**src/rtl/diffeq_pkg.sv**
```systemverilog
// Shared types and helpers for the diffeq_engine fixed-point Euler solver.
// Latency: n/a (types, constants and constant functions only).
// Backpressure: n/a.
package diffeq_pkg;

  // Controller states: idle, four compute phases per Euler step, result pulse.
  typedef enum logic [2:0] {
    IDLE = 3'd0,
    C1   = 3'd1,
    C2   = 3'd2,
    C3   = 3'd3,
    C4   = 3'd4,
    DONE = 3'd5
  } state_t;

  // Operation select for the shared add/sub ALU.
  typedef enum logic {
    ALU_ADD = 1'b0,
    ALU_SUB = 1'b1
  } alu_op_t;

  // Largest value representable in a signed word of the given width.
  function automatic longint sat_max(input int width);
    return (64'sd1 <<< (width - 1)) - 64'sd1;
  endfunction

  // Most negative value representable in a signed word of the given width.
  function automatic longint sat_min(input int width);
    return -(64'sd1 <<< (width - 1));
  endfunction

endpackage

```
**src/rtl/diffeq_engine_if.sv**
```systemverilog
// Run request, operand and result bundle between a controller and the solver.
// Latency: n/a (wires only).
// Backpressure: start is only honoured while the solver is idle.
interface diffeq_engine_if #(
  parameter int WIDTH  = 16,
  parameter int ITER_W = 8
);
  logic                     start;
  logic signed [WIDTH-1:0]  x0;
  logic signed [WIDTH-1:0]  y0;
  logic signed [WIDTH-1:0]  u0;
  logic signed [WIDTH-1:0]  dx;
  logic signed [WIDTH-1:0]  a;
  logic                     busy;
  logic                     done;
  logic signed [WIDTH-1:0]  x_out;
  logic signed [WIDTH-1:0]  y_out;
  logic signed [WIDTH-1:0]  u_out;
  logic [ITER_W-1:0]        iter_count;
  logic                     overflow;
  logic                     timeout;

  modport master (
    output start, x0, y0, u0, dx, a,
    input  busy, done, x_out, y_out, u_out, iter_count, overflow, timeout
  );

  modport slave (
    input  start, x0, y0, u0, dx, a,
    output busy, done, x_out, y_out, u_out, iter_count, overflow, timeout
  );
endinterface

```
**src/rtl/fxp_mul_sat.sv**
```systemverilog
// Signed fixed-point multiply: full product, arithmetic shift by FRAC, clamp to WIDTH.
// Latency: combinational.
// Backpressure: none; o_sat flags that the clamp was applied.
module fxp_mul_sat
  import diffeq_pkg::*;
#(
  parameter int WIDTH = 16,
  parameter int FRAC  = 8
) (
  input  logic signed [WIDTH-1:0] i_a,
  input  logic signed [WIDTH-1:0] i_b,
  output logic signed [WIDTH-1:0] o_p,
  output logic                    o_sat
);

  localparam int PW = 2 * WIDTH;
  localparam logic signed [PW-1:0] P_MAX = PW'(sat_max(WIDTH));
  localparam logic signed [PW-1:0] P_MIN = PW'(sat_min(WIDTH));

  logic signed [PW-1:0] w_prod;
  logic signed [PW-1:0] w_shift;

  // Operands are sign-extended to the full product width before multiplying.
  assign w_prod  = i_a * i_b;
  // Arithmetic shift truncates toward -infinity.
  assign w_shift = w_prod >>> FRAC;

  // Clamp the rescaled product into the signed WIDTH-bit range.
  always_comb begin
    o_sat = 1'b0;
    o_p   = w_shift[WIDTH-1:0];
    if (w_shift > P_MAX) begin
      o_p   = P_MAX[WIDTH-1:0];
      o_sat = 1'b1;
    end else if (w_shift < P_MIN) begin
      o_p   = P_MIN[WIDTH-1:0];
      o_sat = 1'b1;
    end
  end

endmodule

```
**src/rtl/diffeq_engine.sv**
```systemverilog
// Forward-Euler solver for y'' + 3xy' + 3y = 0 on two shared multipliers and one ALU.
// Latency: done pulses 4N+1 edges after the start edge for N iterations (1 edge if x0 >= a).
// Backpressure: start is ignored outside IDLE; results hold until the next accepted start.
module diffeq_engine
  import diffeq_pkg::*;
#(
  parameter int WIDTH    = 16,
  parameter int FRAC     = 8,
  parameter int ITER_W   = 8,
  parameter int ITER_MAX = 255
) (
  input  logic           clk,
  input  logic           reset_n,
  diffeq_engine_if.slave bus
);

  localparam logic signed [WIDTH-1:0] THREE    = WIDTH'(3 <<< FRAC);
  localparam logic signed [WIDTH:0]   ALU_MAX  = (WIDTH + 1)'(sat_max(WIDTH));
  localparam logic signed [WIDTH:0]   ALU_MIN  = (WIDTH + 1)'(sat_min(WIDTH));
  localparam logic [ITER_W-1:0]       ITER_CAP = ITER_W'(ITER_MAX);

  state_t                  r_state;
  logic signed [WIDTH-1:0] r_x, r_y, r_u, r_dx, r_a;
  logic signed [WIDTH-1:0] r_p_ux, r_p_udx, r_p_3dx, r_p_t, r_s, r_xn, r_yn;
  logic signed [WIDTH-1:0] r_x_out, r_y_out, r_u_out;
  logic [ITER_W-1:0]       r_iter;
  logic                    r_ovf, r_tmo, r_busy, r_done;

  logic signed [WIDTH-1:0] w_m1_a, w_m1_b, w_m1_p, w_m2_p;
  logic                    w_m1_sat, w_m2_sat;
  alu_op_t                 w_alu_op;
  logic signed [WIDTH-1:0] w_alu_a, w_alu_b, w_alu_res;
  logic signed [WIDTH:0]   w_alu_wide;
  logic                    w_alu_sat;
  logic                    w_sat;
  logic [ITER_W-1:0]       w_iter_nx;

  // Route operands for m1 and the ALU according to the current compute phase.
  always_comb begin
    w_m1_a   = '0;
    w_m1_b   = '0;
    w_alu_a  = '0;
    w_alu_b  = '0;
    w_alu_op = ALU_ADD;
    case (r_state)
      C1: begin
        w_m1_a  = r_u;     w_m1_b  = r_x;      // u*x
        w_alu_a = r_x;     w_alu_b = r_dx;     // xn = x + dx
      end
      C2: begin
        w_m1_a  = THREE;   w_m1_b  = r_dx;     // 3*dx
        w_alu_a = r_p_ux;  w_alu_b = r_y;      // s = u*x + y
      end
      C3: begin
        w_m1_a  = r_p_3dx; w_m1_b  = r_s;      // 3*dx*(u*x + y)
        w_alu_a = r_y;     w_alu_b = r_p_udx;  // yn = y + u*dx
      end
      C4: begin
        w_alu_a  = r_u;    w_alu_b = r_p_t;    // un = u - p_t
        w_alu_op = ALU_SUB;
      end
      default: ;
    endcase
  end

  fxp_mul_sat #(.WIDTH(WIDTH), .FRAC(FRAC)) u_m1 (
    .i_a   (w_m1_a),
    .i_b   (w_m1_b),
    .o_p   (w_m1_p),
    .o_sat (w_m1_sat)
  );

  // m2 only ever computes u*dx, and its result is only consumed in C1.
  fxp_mul_sat #(.WIDTH(WIDTH), .FRAC(FRAC)) u_m2 (
    .i_a   (r_u),
    .i_b   (r_dx),
    .o_p   (w_m2_p),
    .o_sat (w_m2_sat)
  );

  // Add/sub one bit wider than the operands, then clamp back to WIDTH bits.
  always_comb begin
    if (w_alu_op == ALU_SUB)
      w_alu_wide = {w_alu_a[WIDTH-1], w_alu_a} - {w_alu_b[WIDTH-1], w_alu_b};
    else
      w_alu_wide = {w_alu_a[WIDTH-1], w_alu_a} + {w_alu_b[WIDTH-1], w_alu_b};
    w_alu_sat = 1'b0;
    w_alu_res = w_alu_wide[WIDTH-1:0];
    if (w_alu_wide > ALU_MAX) begin
      w_alu_res = ALU_MAX[WIDTH-1:0];
      w_alu_sat = 1'b1;
    end else if (w_alu_wide < ALU_MIN) begin
      w_alu_res = ALU_MIN[WIDTH-1:0];
      w_alu_sat = 1'b1;
    end
  end

  // m2 saturating outside C1 is irrelevant because its product is discarded.
  assign w_sat     = w_alu_sat | w_m1_sat | ((r_state == C1) & w_m2_sat);
  assign w_iter_nx = r_iter + ITER_W'(1);

  // Controller, datapath registers and registered status outputs.
  always_ff @(posedge clk) begin
    if (!reset_n) begin
      r_state <= IDLE;
      r_x     <= '0;  r_y     <= '0;  r_u     <= '0;  r_dx    <= '0;  r_a  <= '0;
      r_p_ux  <= '0;  r_p_udx <= '0;  r_p_3dx <= '0;  r_p_t   <= '0;  r_s  <= '0;
      r_xn    <= '0;  r_yn    <= '0;
      r_x_out <= '0;  r_y_out <= '0;  r_u_out <= '0;
      r_iter  <= '0;
      r_ovf   <= 1'b0;
      r_tmo   <= 1'b0;
      r_busy  <= 1'b0;
      r_done  <= 1'b0;
    end else begin
      r_done <= 1'b0;
      case (r_state)
        IDLE: begin
          if (bus.start) begin
            r_x    <= bus.x0;
            r_y    <= bus.y0;
            r_u    <= bus.u0;
            r_dx   <= bus.dx;
            r_a    <= bus.a;
            r_iter <= '0;
            r_ovf  <= 1'b0;
            r_tmo  <= 1'b0;
            if (bus.x0 >= bus.a) begin
              // Already past the bound: report the initial point untouched.
              r_x_out <= bus.x0;
              r_y_out <= bus.y0;
              r_u_out <= bus.u0;
              r_done  <= 1'b1;
              r_state <= DONE;
            end else begin
              r_busy  <= 1'b1;
              r_state <= C1;
            end
          end
        end
        C1: begin
          r_p_ux  <= w_m1_p;
          r_p_udx <= w_m2_p;
          r_xn    <= w_alu_res;
          r_ovf   <= r_ovf | w_sat;
          r_state <= C2;
        end
        C2: begin
          r_p_3dx <= w_m1_p;
          r_s     <= w_alu_res;
          r_ovf   <= r_ovf | w_sat;
          r_state <= C3;
        end
        C3: begin
          r_p_t   <= w_m1_p;
          r_yn    <= w_alu_res;
          r_ovf   <= r_ovf | w_sat;
          r_state <= C4;
        end
        C4: begin
          r_x    <= r_xn;
          r_y    <= r_yn;
          r_u    <= w_alu_res;
          r_iter <= w_iter_nx;
          r_ovf  <= r_ovf | w_sat;
          if ((r_xn >= r_a) || (w_iter_nx == ITER_CAP)) begin
            // Bound reached takes priority over the cap on the same step.
            r_tmo   <= !(r_xn >= r_a);
            r_x_out <= r_xn;
            r_y_out <= r_yn;
            r_u_out <= w_alu_res;
            r_busy  <= 1'b0;
            r_done  <= 1'b1;
            r_state <= DONE;
          end else begin
            r_state <= C1;
          end
        end
        DONE: begin
          r_state <= IDLE;
        end
        default: begin
          r_busy  <= 1'b0;
          r_state <= IDLE;
        end
      endcase
    end
  end

  assign bus.busy       = r_busy;
  assign bus.done       = r_done;
  assign bus.x_out      = r_x_out;
  assign bus.y_out      = r_y_out;
  assign bus.u_out      = r_u_out;
  assign bus.iter_count = r_iter;
  assign bus.overflow   = r_ovf;
  assign bus.timeout    = r_tmo;

endmodule

```
**src/flat_wrapper.sv**
```systemverilog
// flat-port wrapper written by rule: the top's interface ports become plain ports
module diffeq_engine_flat import diffeq_pkg::*;
#(
  parameter int WIDTH    = 16,
  parameter int FRAC     = 8,
  parameter int ITER_W   = 8,
  parameter int ITER_MAX = 255
)
  (clk, reset_n, bus_start, bus_x0, bus_y0, bus_u0, bus_dx, bus_a, bus_busy, bus_done, bus_x_out, bus_y_out, bus_u_out, bus_iter_count, bus_overflow, bus_timeout);
  diffeq_engine_if #(.WIDTH(WIDTH), .ITER_W(ITER_W)) bus_i ();
  input  logic clk;
  input  logic reset_n;
  input wire logic [$bits(bus_i.start)-1:0] bus_start;
  input wire logic [$bits(bus_i.x0)-1:0] bus_x0;
  input wire logic [$bits(bus_i.y0)-1:0] bus_y0;
  input wire logic [$bits(bus_i.u0)-1:0] bus_u0;
  input wire logic [$bits(bus_i.dx)-1:0] bus_dx;
  input wire logic [$bits(bus_i.a)-1:0] bus_a;
  output wire logic [$bits(bus_i.busy)-1:0] bus_busy;
  output wire logic [$bits(bus_i.done)-1:0] bus_done;
  output wire logic [$bits(bus_i.x_out)-1:0] bus_x_out;
  output wire logic [$bits(bus_i.y_out)-1:0] bus_y_out;
  output wire logic [$bits(bus_i.u_out)-1:0] bus_u_out;
  output wire logic [$bits(bus_i.iter_count)-1:0] bus_iter_count;
  output wire logic [$bits(bus_i.overflow)-1:0] bus_overflow;
  output wire logic [$bits(bus_i.timeout)-1:0] bus_timeout;
  assign bus_i.start = bus_start;
  assign bus_i.x0 = bus_x0;
  assign bus_i.y0 = bus_y0;
  assign bus_i.u0 = bus_u0;
  assign bus_i.dx = bus_dx;
  assign bus_i.a = bus_a;
  assign bus_busy = bus_i.busy;
  assign bus_done = bus_i.done;
  assign bus_x_out = bus_i.x_out;
  assign bus_y_out = bus_i.y_out;
  assign bus_u_out = bus_i.u_out;
  assign bus_iter_count = bus_i.iter_count;
  assign bus_overflow = bus_i.overflow;
  assign bus_timeout = bus_i.timeout;
  diffeq_engine #(.WIDTH(WIDTH), .FRAC(FRAC), .ITER_W(ITER_W), .ITER_MAX(ITER_MAX)) u_core (.clk(clk), .reset_n(reset_n), .bus(bus_i));
endmodule
```
**config.mk**
```make
export PLATFORM = sky130hd
export DESIGN_NAME = diffeq_engine_flat
export DESIGN_NICKNAME = d
export VERILOG_FILES = /design/src/rtl/diffeq_pkg.sv /design/src/rtl/diffeq_engine_if.sv /design/src/rtl/fxp_mul_sat.sv /design/src/rtl/diffeq_engine.sv /design/src/flat_wrapper.sv
export SDC_FILE = /design/constraint.sdc
export NUM_CORES = 2
export LEC_CHECK = 0
export ABC_AREA = 1
export CAP_MARGIN = 20
export CORE_UTILIZATION = 55
export DETAILED_ROUTE_END_ITERATION = 10
export PLACE_DENSITY = 0.75
export SLEW_MARGIN = 5
export SYNTH_ARGS = -nofsm -noshare
export SYNTH_HDL_FRONTEND = slang
export SYNTH_SLANG_ARGS = --single-unit
```
**constraint.sdc**
```tcl
create_clock -name clk -period 8.9 [get_ports clk]
set_input_delay 1.78 -clock clk [delete_from_list [all_inputs] [get_ports clk]]
set_output_delay 1.78 -clock clk [all_outputs]
set_load 0.05 [all_outputs]
```
# == Word level (Yosys, flattened, before mapping) ==
# Cells that the tools add are included.
# W data, S select, Z words.
# word_totals
register_bits,255
in_bits,83
output_inout_bits,60
elab_cells,116
# op_classes
addsub,3
n_mul,2
n_lt_le_gt_ge,8
eq_ne,10
mux,54
n_bitwise,5
n_reduce_logical,13
# op_table
operator,n
$mux W16,18
$pmux W16 S2,6
$pmux W16 S4,2
$pmux W16 S3,2
$mul A16 B16 Y32,2
$gt A24 B16 Y1 const B,2
$lt A24 B16 Y1 const B,2
$ge A16 B16 Y1,2
$add A16 B16 Y17,1
$gt A17 B16 Y1 const B,1
$lt A17 B16 Y1 const B,1
$mux W17,1
$sub A16 B16 Y17,1
$pmux W8 S2,1
$mux W1,15
$pmux W3 S5,1
$mux W3,3
$add A8 B1 Y8 const B,1
$eq A8 B8 Y1 const B,1
$mux W8,1
$reduce_and A4 Y1,2
$reduce_or A4 Y1,2
$eq A3 B2 Y1 const B,2
$eq A3 B3 Y1 const B,2
14 further kinds,23

# == Longest topological paths before layout ==
# depth
depth_word,11
mapped_depth,43
mapped_depth_nobuf,39

# == Modules after synthesis ==
# A second synthesis with hierarchy kept.
# hier_totals
hier_cells,4727
area_unflattened_um2,34634.5
# modules_own_cells
mod,n_inst,cells_per_inst,area_each_um2,seq_area_each_um2
diffeq_engine,1,1790,13008.7,5104.9
fxp_mul_sat at u_core.u_m1,1,1501,10928.0,0.0
fxp_mul_sat at u_core.u_m2,1,1436,10697.8,0.0

# == Worst setup path after synthesis ==
# No wires, ideal clock.
# synth_path
path_type,register to register
from,register u_core.r_state[1]
to,register u_core.r_p_t[7]
setup_ps,115
arrival_ps,7149
t_required_ps,8785
path_slack_ps,1635
stages_incl_launch_ff,37
path_buffers,4
period_less_slack_ps,7265
path_cell_list,dfxtp_1 -> inv_2 -> nor2_4 -> nand2_2 -> buf_2 -> clkbuf_1 -> o221ai_1 -> clkbuf_1 -> nand2_1 -> fa_1 -> inv_1 -> fa_1 -> inv_1 -> fa_1 -> fa_1 -> inv_1 -> fa_1 -> inv_1 -> fa_1 -> inv_1 -> ha_1 -> a21oi_1 -> o21ai_0 -> a21o_1 -> a31oi_1 -> nand2_1 -> nand2_1 -> nand2_1 -> inv_1 -> nand2_1 -> nor2_1 -> nand2_1 -> nand2_2 -> buf_4 -> nand2_1 -> o21ai_0 -> inv_1
# synth_via
elab_chain_cells,6
word_cells_on_any_way,10
classes_between,mul: 1; order compare: 2; eq/ne: 3; mux: 4
# synth_lines
element,line,rtl
start: declaration,diffeq_engine.sv:22,state_t r_state;
start signal: assignment,diffeq_engine.sv:105,r_state <= IDLE;
start signal: assignment,diffeq_engine.sv:134,r_state <= DONE;
start signal: assignment,diffeq_engine.sv:137,r_state <= C1;
"$eq A3 B2 Y1, or another cell as far along","diffeq_engine.sv:45, diffeq_engine.sv:117",
$pmux W16 S3,diffeq_engine.sv:45,case (r_state)
$mul A16 B16 Y32,fxp_mul_sat.sv:24,assign w_prod = i_a * i_b;
$lt A24 B16 Y1,fxp_mul_sat.sv:35,end else if (w_shift < P_MIN) begin
$mux W16,fxp_mul_sat.sv:35,
$mux W16,fxp_mul_sat.sv:32,if (w_shift > P_MAX) begin
end signal: assignment,diffeq_engine.sv:155,r_p_t <= w_m1_p;
end: declaration,diffeq_engine.sv:24,"logic signed [WIDTH-1:0] r_p_ux, r_p_udx, r_p_3dx, r_p_t, r_s, r_xn, r_yn;"
# Several ways; a longest one is shown, not always the timed one.
# A chain may end at the register's enable or synchronous reset.

# == Final worst setup path ==
# layout_path
from,register u_core.r_state[0]
to,register u_core.r_p_3dx[5]
# layout_via
elab_chain_cells,6
word_cells_on_any_way,10
classes_between,mul: 1; order compare: 2; eq/ne: 3; mux: 4
# layout_lines
element,line,rtl
"$eq A3 B2 Y1, or another cell as far along",diffeq_engine.sv:45,
$pmux W16 S3,diffeq_engine.sv:45,
$mul A16 B16 Y32,fxp_mul_sat.sv:24,
$lt A24 B16 Y1,fxp_mul_sat.sv:35,
$mux W16,fxp_mul_sat.sv:35,
$mux W16,fxp_mul_sat.sv:32,
end signal: assignment,diffeq_engine.sv:149,r_p_3dx <= w_m1_p;
end: declaration,diffeq_engine.sv:24,
# Several ways; a longest one is shown, not always the timed one.

==> flow_summary.toml <==
[logic_synthesis]
syn_nets = 5451
yosys-top-cells-count = "inv_1 (1209), nand2_1 (1072), fa_1 (523), a21oi_1 (255), dfxtp_1 (255)"
synth_top_area_cell = "fa_1"
synthArstFlopShare = 0
synth_top_area_frac = 0.306
syn_inst = 4636
synthMostInstantiatedCell = "inv_1"
avgSynthCellArea_um2 = 7.39
ys_types = 58
synth_edf_count = 0
syn_area_um2 = 34300
synth_ff_type = "dfxtp_1"
yosys_warnings = 0
seq_area_frac_synth = 0.149
synth-seq-cells = 255
synth.area.top_cells = "fa_1 (31%), dfxtp_1 (15%), inv_1 (13%)"

[placed_design]
portBuffers = 142
post-place-ws_ns = 0.592
gp_congestion = 0.993
dp_hpwl_um = 80300

[outcome]
outcome = "completed"

[routing]
drt_iter0_markers = 2701
dr.pass1.iters = 8
ant_nets = 0
num_vias = 30000
drt-total-wl_um = 103000
drcViolationCount = 0
routed_via_density = 5.42
post_drt_wl_per_cell_um = 18.6

[critical_path]
crit_type = "flop to flop"
arrival_ns = 8.66
slowest_delay_ns = 0.60
rr_endpoint = "u_core.r_p_3dx[5]"
crit_path_end_kind = "flop"
r2r_cells = 35
required_ns = 9.35
critPathSlowestCell = "dfxtp_1"
path_buf_inv = 12
crit_family = "adder cells"
timing.rr.start = "u_core.r_state[0]"
startpoint_type = "flop"
r2r_slack_ns = 0.69
cp_common_cell = "inv_1"
critPathMaxFanout = 26

[sta]
setup_ws_ns = 0.686
worst_pin_slew_ns = 1.09
slew_headroom = 0.273
clock_skew_ns = 0.0269
tns_ns = 0
hold_viol = 0
period_needed_ns = 8.21
maxSlewViolCount = 0
finalSetupViolCount = 0
rsz0062_at_grt = "false"
period_share = 0.923
max_freq_ghz = 0.122

[clock_network]
path_clk_slew_ns = 0.07
hold_buffers = 0
h-tree-depth = 1
root_buffer = "clkbuf_16"
cts_buffers = 27
cts_sinks = 255
insertion_delay_ns = 0.58
cts_buffer_depth = 3
cts_tree = "done"

[worst_hold_path]
whs_endpoint = "u_core.r_x[12]"
hold_path_startpoint = "u_core.r_x[12]"
min_path_type = "flop to flop"
min_path_cells = 2

[final_layout]
multiInputGateArea_um2 = 23800
drive_above_1_share = 0.0415
seqCellArea_um2 = 5100
syn_to_final_growth_pct = 9.38
nFillCells = 5699
nets = 5492

[floorplanning]
io-pin-count = 143
rows = 91
dieArea_um2 = 63300
core_area_um2 = 61600
die-width_um = 252
start_util = 0.556
die_y_um = 252

[flow_run]
cap_violations = 0

[global_routing]
grt_antenna_before_repair = 2
grt_pass1_wl_um = 163000
grt_pass1_vias = 29600
grt_max_degree = 88
gr-usage-all-layers = 0.330
overflow = 0

[pwr]
peakVddDrop_mv = 0.356
power.density_nw_per_um2 = 279
leakagePower_nw = 20.2
[per-layer routing]
metal	GRT usage	vias up	share of wire	wire length, um
met3	0.0341	246	0.072	7440
met5	0	-	0.00011	11
met4	0.147	2	0.051	5210
met2	0.522	1210	0.45	46500
met1	0.458	14600	0.42	43700
li1	-	14000	-	-
[worst max path at each step]
stage                            from                 to  slack [ns]  cells past startpoint
finish              u_core.r_state[0]  u_core.r_p_3dx[5]        0.69                     35
CTS                 u_core.r_state[0]   u_core.r_p_t[13]        0.55                     33
floorplan           u_core.r_state[1]    u_core.r_p_t[7]        1.64                     36
global placement    u_core.r_state[1]  u_core.r_p_3dx[5]        0.75                     30
global route        u_core.r_state[0]    u_core.r_p_t[5]        0.11                     34
detailed placement  u_core.r_state[0]  u_core.r_p_3dx[5]        0.59                     33
[where the power goes]
part	internal [mW]	total, mW	switching (mW)
clock network	0.719	1.23	0.513
logic	2.36	7.58	5.23
registers	1.41	1.64	0.234
total	4.48	10.5	5.97
[worst reg2reg max path: cells and delay by family (launching register included)]
| kind | cells | cell delay (ns) |
|---|---|---|
| adder cells (fa/ha/maj) | 7 | 3.31 |
| buffers and inverters | 12 | 1.88 |
| AND/OR/NAND/NOR | 11 | 1.40 |
| AO/OA/AOI/OAI | 5 | 0.92 |
| flip-flops | 1 | 0.60 |
[final cells by class]
type / instances / area share
Clock inverter: 15 / 0.00601
Multi-Input combinational cell: 2954 / 0.634
Antenna cell: 1 / 0.0000668
Tap cell: 837 / 0.0280
Sequential cell: 255 / 0.136
Timing Repair Buffer: 223 / 0.0546
Inverter: 1216 / 0.122
Clock buffer: 31 / 0.0190
[logic make-up (layout without fill, tap and decap cells)]
family	Yosys count	count (layout)	share of synthesized area
AND/OR/NAND/NOR	1435	1435	0.170
buffers and inverters	1427	1485	0.159
adder cells (fa/ha/maj)	732	732	0.382
AO/OA/AOI/OAI	699	699	0.117
flip-flops	255	255	0.149
XOR/XNOR	88	88	0.0225
other	0	1	0
[registers in the layout, indices dropped and copies added, names as in the netlist, 16 cells and up]
name and cells:
u_core.r_a 16, u_core.r_dx 16, u_core.r_p_ux 16, u_core.bus.u_out 16, u_core.r_s 16, u_core.bus.y_out 16
u_core.bus.x_out 16, u_core.r_u 16, u_core.r_p_udx 16, u_core.r_yn 16, u_core.r_x 16, u_core.r_y 16
u_core.r_p_t 16, u_core.r_p_3dx 16, u_core.r_xn 16
[per-stage QoR]
| step | power [mW] | hold slack, ns | utilization | instance area (um^2) | std cells |
|---|---|---|---|---|---|
| floorplan | 6.80 | 0.444 | - | 34300 | 4636 |
| global placement | 8.96 | 0.450 | 0.592 | 36500 | 5481 |
| detailed placement | 9.04 | 0.455 | 0.592 | 36500 | 5481 |
| CTS | 10.3 | 0.465 | 0.607 | 37400 | 5527 |
| global route | 11.3 | 0.488 | 0.608 | 37500 | 5531 |
| finish | 10.5 | 0.466 | 0.608 | 37500 | 5532 |
[repair_timing]
action | 4_1_cts | 5_1_grt
gates resized for setup | 0 | 3
setup buffers | 0 | 3
endpoints found under the setup margin | 0 | 46
[cells in the final DEF, fill, tap and decap left out, types with 80 or more instances in the layout]
cell type | Yosys | layout
inv_1 | 1209 | 1208
nand2_1 | 1072 | 1070
fa_1 | 523 | 523
a21oi_1 | 255 | 255
dfxtp_1 | 255 | 255
o21ai_0 | 224 | 224
ha_1 | 209 | 209
nor2_1 | 156 | 154
clkdlybuf4s50_1 | 0 | 141
nand3_1 | 94 | 94
buf_4 | 6 | 80
Note: power is estimated with default switching activity, not from simulation.
